### config.mk
export PLATFORM = sky130hd
export DESIGN_NAME = rx_ack_scheduler
export DESIGN_NICKNAME = d
export VERILOG_FILES = /design/src/rtl/rx_ack_scheduler.sv
export SDC_FILE = /design/constraint.sdc
export NUM_CORES = 1
export LEC_CHECK = 0
export ABC_AREA = 1
export BUFFER_PORTS_ARGS = -buffer_cell sky130_fd_sc_hd__buf_2
export CAP_MARGIN = 20
export CORE_AREA = 2 2 283 285
export CTS_CLUSTER_DIAMETER = 30
export DETAILED_ROUTE_END_ITERATION = 12
export DIE_AREA = 0 0 285 287
export PLACE_DENSITY = 0.5
export SYNTH_ARGS = -nofsm -noshare
export SYNTH_HDL_FRONTEND = slang
export SYNTH_SLANG_ARGS = --single-unit
### constraint.sdc
create_clock -name clk -period 3.6 [get_ports clk]
set_input_delay 0 -clock clk [delete_from_list [all_inputs] [get_ports clk]]
set_output_delay 0 -clock clk [all_outputs]
set_load 0.05 [all_outputs]
### src/rtl/rx_ack_scheduler.sv
// Receive-side ACK scheduler. Tracks per-flow ACK numbers, coalesces accepted
// segments into delayed ACKs (two segments or timeout), sends duplicate ACKs
// immediately for out-of-order input, and arbitrates pending flows
// round-robin into a single held output request register.
module rx_ack_scheduler #(
    parameter int unsigned  FLOW_CNT  = 8,
    parameter int unsigned  ACK_NUM_W = 32,
    parameter int unsigned  ACK_DELAY = 64,
    localparam int unsigned FLOW_ID_W = (FLOW_CNT > 1) ? $clog2(FLOW_CNT) : 1,
    localparam int unsigned TIMER_W   = $clog2(ACK_DELAY + 1)
) (
    input  logic                 clk,
    input  logic                 rst,

    input  logic                 init_val,
    input  logic [FLOW_ID_W-1:0] init_flowid,
    input  logic [ACK_NUM_W-1:0] init_ack_num,

    input  logic                 rd_req_val,
    input  logic [FLOW_ID_W-1:0] rd_req_flowid,
    output logic                 rd_resp_val,
    output logic [ACK_NUM_W-1:0] rd_resp_ack_num,

    input  logic                 upd_val,
    input  logic [FLOW_ID_W-1:0] upd_flowid,
    input  logic [ACK_NUM_W-1:0] upd_ack_num,
    input  logic                 upd_accept,

    output logic                 ack_req_val,
    output logic [FLOW_ID_W-1:0] ack_req_flowid,
    output logic [ACK_NUM_W-1:0] ack_req_ack_num,
    input  logic                 ack_req_rdy
);

    // Per-flow state
    logic [ACK_NUM_W-1:0] ack_num_q [FLOW_CNT];
    logic [ACK_NUM_W-1:0] ack_num_d [FLOW_CNT];
    logic [1:0]           seg_cnt_q [FLOW_CNT];
    logic [1:0]           seg_cnt_d [FLOW_CNT];
    logic [TIMER_W-1:0]   timer_q   [FLOW_CNT];
    logic [TIMER_W-1:0]   timer_d   [FLOW_CNT];
    logic [FLOW_CNT-1:0]  pending_q, pending_d;
    logic [FLOW_CNT-1:0]  timer_run_q, timer_run_d;

    // Arbitration and output register
    logic [FLOW_ID_W-1:0] rr_ptr_q, rr_ptr_d;
    logic                 out_val_q, out_val_d;
    logic [FLOW_ID_W-1:0] out_flowid_q, out_flowid_d;
    logic [ACK_NUM_W-1:0] out_ack_q, out_ack_d;

    // Lookup response register
    logic                 rd_resp_val_q;
    logic [ACK_NUM_W-1:0] rd_resp_ack_q, rd_resp_ack_d;

    logic                 load;
    logic                 sel_found;
    logic [FLOW_ID_W-1:0] sel_flow;
    logic                 upd_live;

    function automatic logic [FLOW_ID_W-1:0] flow_add(input logic [FLOW_ID_W-1:0] base,
                                                      input int unsigned off);
        int unsigned sum;
        sum = (32'(base) + off) % FLOW_CNT;
        return FLOW_ID_W'(sum);
    endfunction

    // Output register reloads when empty or when its request is taken
    assign load     = !out_val_q || ack_req_rdy;
    // Init to the same flow in the same cycle drops the upd
    assign upd_live = upd_val && !(init_val && (init_flowid == upd_flowid));

    // Find the first pending flow at or after rr_ptr, wrapping
    always_comb begin
        sel_found = 1'b0;
        sel_flow  = '0;
        for (int i = 0; i < int'(FLOW_CNT); i++) begin
            if (!sel_found && pending_q[flow_add(rr_ptr_q, i)]) begin
                sel_found = 1'b1;
                sel_flow  = flow_add(rr_ptr_q, i);
            end
        end
    end

    // Next-state: timer tick, then output load, then init, then upd (highest priority)
    always_comb begin
        logic [1:0] seg_new;
        seg_new      = '0;
        ack_num_d    = ack_num_q;
        seg_cnt_d    = seg_cnt_q;
        timer_d      = timer_q;
        pending_d    = pending_q;
        timer_run_d  = timer_run_q;
        rr_ptr_d     = rr_ptr_q;
        out_val_d    = out_val_q;
        out_flowid_d = out_flowid_q;
        out_ack_d    = out_ack_q;

        for (int f = 0; f < int'(FLOW_CNT); f++) begin
            if (timer_run_q[f]) begin
                timer_d[f] = timer_q[f] - TIMER_W'(1);
                if (timer_q[f] == TIMER_W'(1)) begin
                    pending_d[f]   = 1'b1;
                    timer_run_d[f] = 1'b0;
                end
            end
        end

        if (load) begin
            out_val_d = sel_found;
            if (sel_found) begin
                out_flowid_d           = sel_flow;
                out_ack_d              = ack_num_q[sel_flow];
                pending_d[sel_flow]    = 1'b0;
                seg_cnt_d[sel_flow]    = '0;
                timer_run_d[sel_flow]  = 1'b0;
                rr_ptr_d               = flow_add(sel_flow, 1);
            end
        end

        if (init_val) begin
            ack_num_d[init_flowid]   = init_ack_num;
            pending_d[init_flowid]   = 1'b0;
            seg_cnt_d[init_flowid]   = '0;
            timer_run_d[init_flowid] = 1'b0;
        end

        // Works on the post-load view so a same-cycle load does not erase this segment
        if (upd_live) begin
            if (upd_accept) begin
                seg_new = (seg_cnt_d[upd_flowid] == 2'd3) ? 2'd3 : seg_cnt_d[upd_flowid] + 2'd1;
                ack_num_d[upd_flowid] = upd_ack_num;
                seg_cnt_d[upd_flowid] = seg_new;
                if (seg_new >= 2'd2) begin
                    pending_d[upd_flowid] = 1'b1;
                end
                if ((seg_new == 2'd1) && !timer_run_d[upd_flowid]) begin
                    timer_d[upd_flowid]     = TIMER_W'(ACK_DELAY);
                    timer_run_d[upd_flowid] = 1'b1;
                end
            end else begin
                pending_d[upd_flowid] = 1'b1;
            end
        end
    end

    // Write-first lookup: reads the value this cycle's init/upd will store
    always_comb begin
        rd_resp_ack_d = rd_resp_ack_q;
        if (rd_req_val) begin
            rd_resp_ack_d = ack_num_d[rd_req_flowid];
        end
    end

    // State registers with synchronous reset
    always_ff @(posedge clk) begin
        if (rst) begin
            for (int f = 0; f < int'(FLOW_CNT); f++) begin
                ack_num_q[f] <= '0;
                seg_cnt_q[f] <= '0;
                timer_q[f]   <= '0;
            end
            pending_q     <= '0;
            timer_run_q   <= '0;
            rr_ptr_q      <= '0;
            out_val_q     <= 1'b0;
            out_flowid_q  <= '0;
            out_ack_q     <= '0;
            rd_resp_val_q <= 1'b0;
            rd_resp_ack_q <= '0;
        end else begin
            ack_num_q     <= ack_num_d;
            seg_cnt_q     <= seg_cnt_d;
            timer_q       <= timer_d;
            pending_q     <= pending_d;
            timer_run_q   <= timer_run_d;
            rr_ptr_q      <= rr_ptr_d;
            out_val_q     <= out_val_d;
            out_flowid_q  <= out_flowid_d;
            out_ack_q     <= out_ack_d;
            rd_resp_val_q <= rd_req_val;
            rd_resp_ack_q <= rd_resp_ack_d;
        end
    end

    assign rd_resp_val     = rd_resp_val_q;
    assign rd_resp_ack_num = rd_resp_ack_q;
    assign ack_req_val     = out_val_q;
    assign ack_req_flowid  = out_flowid_q;
    assign ack_req_ack_num = out_ack_q;

endmodule

==> impl_metrics.csv, run 1 <==
group,metric,value,unit
routing,drt_iter0_markers,2240,
floorplanning,rows,103,
placement,gp_congestion,0.886,
setup_path,cp_max_fo,7,
setup_path,crit_buf_inv,4,
routing,dr_total_vias,26363,
logic_synthesis,synth_largest_area_cell,"dfxtp_1",
final_layout,syn_to_final_growth,30.6,%
routing,drc,0,
logic_synthesis,synthXorXnorAreaFrac,0.0143,
global_route,grt_start_max_net_pins,167,
cts,root_buffer,"clkbuf_16",
cts,clk_latency,0.66,ns
logic_synthesis,synth.top_cells.by_area,"dfxtp_1 34%, nand2_1 14%, o21ai_0 13%, inv_1 7.8%, o211ai_1 6.7%",
timing,period_minus_slack,3.37,ns
setup_path,worstPathRequired,4.14,ns
logic_synthesis,synth_adder_area_share,0.00931,
logic_synthesis,synth_top_family_by_area,"simple AND/OR/NAND/NOR gates",
floorplanning,fp.coreArea,78600,sq um
timing,finalCritPeriodShare,0.937,
global_route,grt_pass1_vias,25347,
timing,slew-limit-headroom,0.241,
final_layout,fillers,8434,
cts,cts_buffers,115,
pwr,powerDensity,801,nW/um^2
logic_synthesis,ys_ff_latch,416,
routing,viasPerCell,5.07,
placement,portBuffers,148,
logic_synthesis,synth-simple-area-share,0.257,
setup_path,critPathSlowestCell,"dfxtp_1",
routing,wl_per_cell,18.8,microns
logic_synthesis,synth_mux_area_frac,0.00279,
cts,cts_tree,"built",
logic_synthesis,ys_warn_count,0,
logic_synthesis,synth_ff_type,"dfxtp_1",
final_layout,nets,4143,
setup_path,cp-end-kind,"flop",
floorplanning,die-width,285,microns
routing,drtPass1Iterations,6,
worst_hold_path,hp-class,"in -> reg",
timing,fmax,0.297,GHz
timing,holdWs,0.0319,ns
routing,ant_nets,0,
timing,report.final.slew_viol_count,0,
placement,dp_cells,4866,
global_route,grt.overflow.total,0,
logic_synthesis,syn_area_per_cell,6.34,sq um
cts,clkSinkCount,416,
setup_path,start_kind,"flop",
logic_synthesis,synthArstFlopShare,0,
routing,finalWirelength,97900,microns
floorplanning,num_io_pins,149,
floorplanning,start_util,0.308,
logic_synthesis,synth_commonest_cells,"874 x nand2_1, 631 x o21ai_0, 501 x inv_1, 416 x dfxtp_1, 376 x nor2_1",
global_route,antenna_found_initial,3,
timing,skew,0.0257,ns
pwr,vdd_drop_max,1250,uV
timing,worst_slack,0.227,ns
run,maxCapViolations,0,
floorplanning,die_area,81800,sq um
placement,place_ws,0.139,ns
timing,hold_viol,0,
global_route,grt_usage,0.235,
pwr,p_total,25.3,mW
timing,setup_tns,0,ns
logic_synthesis,synth-edff-count,0,
final_layout,drive_gt1_frac,0.132,
logic_synthesis,yosysUniqueCellTypes,44,
cts,cts.clk_slew.worst_paths,0.04,ns
logic_synthesis,yosysMostFrequentCell,"nand2_1",
timing,tightest_slew,1.14,ns
pwr,p_leak,12.6,nW
logic_synthesis,syn_nets,3914,
timing,setup_viol,0,
logic_synthesis,yosysSeqAreaShare,0.344,
global_route,grt_pass1_wl,150000,microns
cts,htree_levels,3,
placement,dp_hpwl,58200,microns
cts,clockBufferDepth,3,
setup_path,crit_type,"reg -> reg",
final_layout,fin_cells,5197,
logic_synthesis,synth_area,24200,sq um
logic_synthesis,synth_cells,3816,
logic_synthesis,synth_compound_area_frac,0.251,
logic_synthesis,yosysTopAreaCellShare,0.344,
setup_path,crit_arrival,3.91,ns
floorplanning,die_y,287,microns
status,status,"finished clean",
setup_path,cp_top_family,"simple AND/OR/NAND/NOR gates",
setup_path,max_stage_delay,0.35,ns
[worst reg2reg max path: cells and delay by family, from the launching register on]
kind                       cells  cell delay (ns)
and+or+nand+nor               20             2.22
buffers and inverters          4             0.39
adders and majority gates      1             0.31
DFF                            1             0.35
[cell families (layout without fill, tap and decap cells)]
kind of cell    count (synthesis)  count (layout)
simple gates                 1490            1490
mux                             6               6
flops                         416             416
compound gates               1075            1075
buf+inv                       774            1101
fa+ha+maj                      18              18
other cells                     0               4
xor+xnor                       37              37
[area by class of cell]
class                           instances  area, sq um  area share
Inverter                              512         1930      0.0610
Antenna cell                            4         10.0    0.000317
Tap cell                             1050         1310      0.0416
Clock inverter                         46          526      0.0166
Clock buffer                          169         3390       0.107
Timing Repair Buffer                  374         3050      0.0966
Sequential cell                       416         8330       0.264
Multi-Input combinational cell       2626        13000       0.413
[sequential cells by signal, summed over array words and instances (netlist names), 8 cells and up]
register and cells:
timer_run_q 8, seg_cnt_q 16, rd_resp_ack_num 32, ack_num_q 256, ack_req_ack_num 32, pending_q 8, timer_q 56
[metrics by stage]
| step | utilization | area (sq um) |
|---|---|---|
| after CTS | 0.400 | 31500 |
| final | 0.402 | 31600 |
| after global routing | 0.402 | 31600 |
| after global placement | 0.336 | 26500 |
| after floorplan | - | 24200 |
| after detailed placement | 0.336 | 26500 |
[layout by cell type (no fill, tap or decap), types with 90 or more instances in the layout]
master,count
a21oi_1,170
buf_2,146
buf_4,90
clkbuf_16,117
dfxtp_1,416
dlygate4sd3_1,110
inv_1,496
nand2_1,860
nand3_1,121
nor2_1,371
o211ai_1,217
o21ai_0,631
[power breakdown]
group	internal, mW	switching (mW)	total [mW]	leakage, nW
clock network	7.13	3.06	10.2	1.95
logic	2.61	7.39	10.0	7.32
registers	4.92	0.196	5.12	3.38
[timing repair]
item | 4_1_cts | 5_1_grt
setup buffers | 0 | 1
hold buffers | 109 | 1
resized for setup | 0 | 16
endpoints found under the setup margin | 0 | 117
hold endpoints to repair | 301 | 3
[final timing paths]
| kind | cells after the start | end | slack [ns] | startpoint |
|---|---|---|---|---|
| setup / recovery | 25 | timer_q[36] | 0.23 | rr_ptr_q[1] |
| hold / removal | 4 | pending_q[7] | 0.03 | init_flowid[0] |
| setup reg to reg | 25 | timer_q[36] | 0.23 | rr_ptr_q[1] |
| hold reg to reg | 2 | rr_ptr_q[2] | 0.49 | rr_ptr_q[2] |
[per-layer routing]
metal	share of wire	global-route usage	vias to the layer above
met4	0.024	0.0728	0
met3	0.072	0.0411	161
met1	0.46	0.320	12263
met2	0.44	0.377	980
met5	0	0	-
li1	-	-	12959
No activity file was read; power rests on OpenSTA's default activity.
==> inputs of run 2 (changes only) <==
--- a/config.mk
+++ b/config.mk
@@ -8,11 +8,11 @@
 export ABC_AREA = 1
 export BUFFER_PORTS_ARGS = -buffer_cell sky130_fd_sc_hd__buf_2
 export CAP_MARGIN = 20
-export CORE_AREA = 2 2 283 285
+export CORE_AREA = 2 2 287 289
 export CTS_CLUSTER_DIAMETER = 30
 export DETAILED_ROUTE_END_ITERATION = 12
-export DIE_AREA = 0 0 285 287
-export PLACE_DENSITY = 0.5
+export DIE_AREA = 0 0 289 291
+export PLACE_DENSITY = 0.49
 export SYNTH_ARGS = -nofsm -noshare
 export SYNTH_HDL_FRONTEND = slang
 export SYNTH_SLANG_ARGS = --single-unit
==> impl_metrics.csv, run 2 (same netlist as run 1, synthesis figures left out) <==
group,metric,value,unit
status,status,"finished clean",
placement,placedInstanceArea,26500,sq um
placement,gp_congestion,0.876,
cts,clk_latency,0.68,ns
timing,tightest_slew,1.08,ns
setup_path,start_kind,"primary input",
final_layout,syn_to_final_growth,32.3,%
floorplanning,rows,105,
routing,drtPass1Iterations,6,
floorplanning,die_y,291,microns
pwr,p_leak,12.9,nW
cts,cts.clk_slew.worst_paths,0.04,ns
global_route,antenna_found_initial,3,
floorplanning,num_io_pins,149,
pwr,p_total,26.2,mW
cts,clkSinkCount,416,
setup_path,cp_max_fo,29,
cts,cts_tree,"built",
global_route,grt_start_max_net_pins,199,
cts,htree_levels,3,
floorplanning,die-width,289,microns
cts,cts_buffers,118,
final_layout,diodes,0,
routing,drc,0,
routing,viasPerCell,5.04,
timing,worst_slack,0.194,ns
cts,clockBufferDepth,3,
final_layout,final_cell_mix,"862 x nand2_1, 631 x o21ai_0, 495 x inv_1",
timing,period_minus_slack,3.41,ns
routing,wl_per_cell,18.9,microns
setup_path,crit_type,"in -> reg",
timing,report.final.slew_viol_count,0,
global_route,grt_pass1_wl,151000,microns
timing,skew,0.0346,ns
timing,rsz0062_at_grt,"yes",
worst_hold_path,hp-class,"in -> reg",
final_layout,fillers,8743,
final_layout,nets,4156,
run,maxCapViolations,0,
routing,dr_total_vias,26368,
pwr,powerDensity,820,nW/um^2
timing,slew-limit-headroom,0.282,
final_layout,final_cell_area,32000,sq um
timing,setup_viol,0,
timing,finalCritPeriodShare,0.946,
timing,hold_viol,0,
pwr,vdd_drop_max,1470,uV
global_route,grt_usage,0.232,
final_layout,largest_registers,"ack_num_q: 256 flops, timer_q: 56 flops",
routing,finalWirelength,99000,microns
floorplanning,fp.coreArea,81200,sq um
placement,dp_hpwl,61800,microns
floorplanning,die_area,84100,sq um
placement,portBuffers,148,
global_route,grt.overflow.total,0,
routing,ant_nets,0,
placement,dp_cells,4892,
floorplanning,start_util,0.298,
routing,drt_iter0_markers,2214,
final_layout,regMostFlops,"ack_num_q",
final_layout,drive_gt1_frac,0.136,
final_layout,multi_input_area,13100,sq um
cts,root_buffer,"clkbuf_16",
final_layout,fin_cells,5232,
placement,place_ws,0.0480,ns
setup_path,cp-end-kind,"flop",
setup_path,crit_arrival,3.96,ns
timing,fmax,0.294,GHz
final_layout,seqCellArea,8330,sq um
final_layout,largest_reg_flops,256,
global_route,grt_pass1_vias,24915,
setup_path,worstPathRequired,4.15,ns
final_layout,layout_commonest_cell,"nand2_1",
==> run 2: cell count changes in the layout (fill, tap and decap cells not counted), moves of 3 or more <==
cell        change
nand2_2         -3
clkbuf_8        +8
diode_2         -4
clkinvlp_4      -3
buf_4          +10
nand3_1         -3
==> run 2: final cells by class <==
class / instances / area share
multi-input combinational: 2626 / 0.410
timing repair buffer: 384 / 0.0985
clock inverter: 46 / 0.0185
sequential: 416 / 0.260
tap: 1070 / 0.0418
clock buffer: 178 / 0.111
inverter: 512 / 0.0603
==> run 2: timing repair <==
action,CTS,global route
endpoints found under the hold margin,289,0
hold buffers,111,0
gates resized for setup,0,25
setup buffers,0,5
setup endpoints to repair,0,118
==> run 2: final timing paths <==
check,start,end,slack (ns),cells past startpoint
min reg2reg,ack_req_flowid[1],ack_req_flowid[1],0.50,2
min,ack_req_rdy,ack_req_val,0.07,4
max reg2reg,rr_ptr_q[0],timer_q[42],0.21,22
max,upd_flowid[2],ack_num_q[131],0.19,14
==> run 2: worst max-delay path: stages <==
cell           delay (ns)
dlygate4sd3_1        0.53
buf_2                0.20
inv_1                0.16
nand2_1              0.10
nand4_1              0.09
o21ai_1              0.55
nor2_1               0.22
nand2_4              0.37
buf_12               0.26
o211ai_1             0.12
o21ai_0              0.12
dlygate4sd3_1        0.58
nor2_1               0.04
dlygate4sd3_1        0.56
==> run 2: per-stage QoR <==
stage | hold slack, ns | setup TNS [ns] | util
finish | 0.0657 | 0 | 0.394
global route | 0.121 | -0.405 | 0.394
CTS | 0.0472 | 0 | 0.392
detailed placement | 0.373 | 0 | 0.327
global placement | 0.365 | 0 | 0.327
floorplan | 0.199 | 0 | -
==> run 2: report_power, final <==
group          leakage [nW]  internal [mW]  switching, mW
logic                  7.41           2.91           7.51
registers              3.38           4.92          0.198
clock network          2.07           7.55           3.13
total                  12.9           15.4           10.8
==> run 2: routing by layer <==
metal / up-vias / share of wire / GRT usage
met5: - / 0.00011 / 0
met4: 2 / 0.024 / 0.0720
met3: 158 / 0.066 / 0.0323
met2: 952 / 0.45 / 0.367
met1: 12274 / 0.46 / 0.324
li1: 12982 / - / -
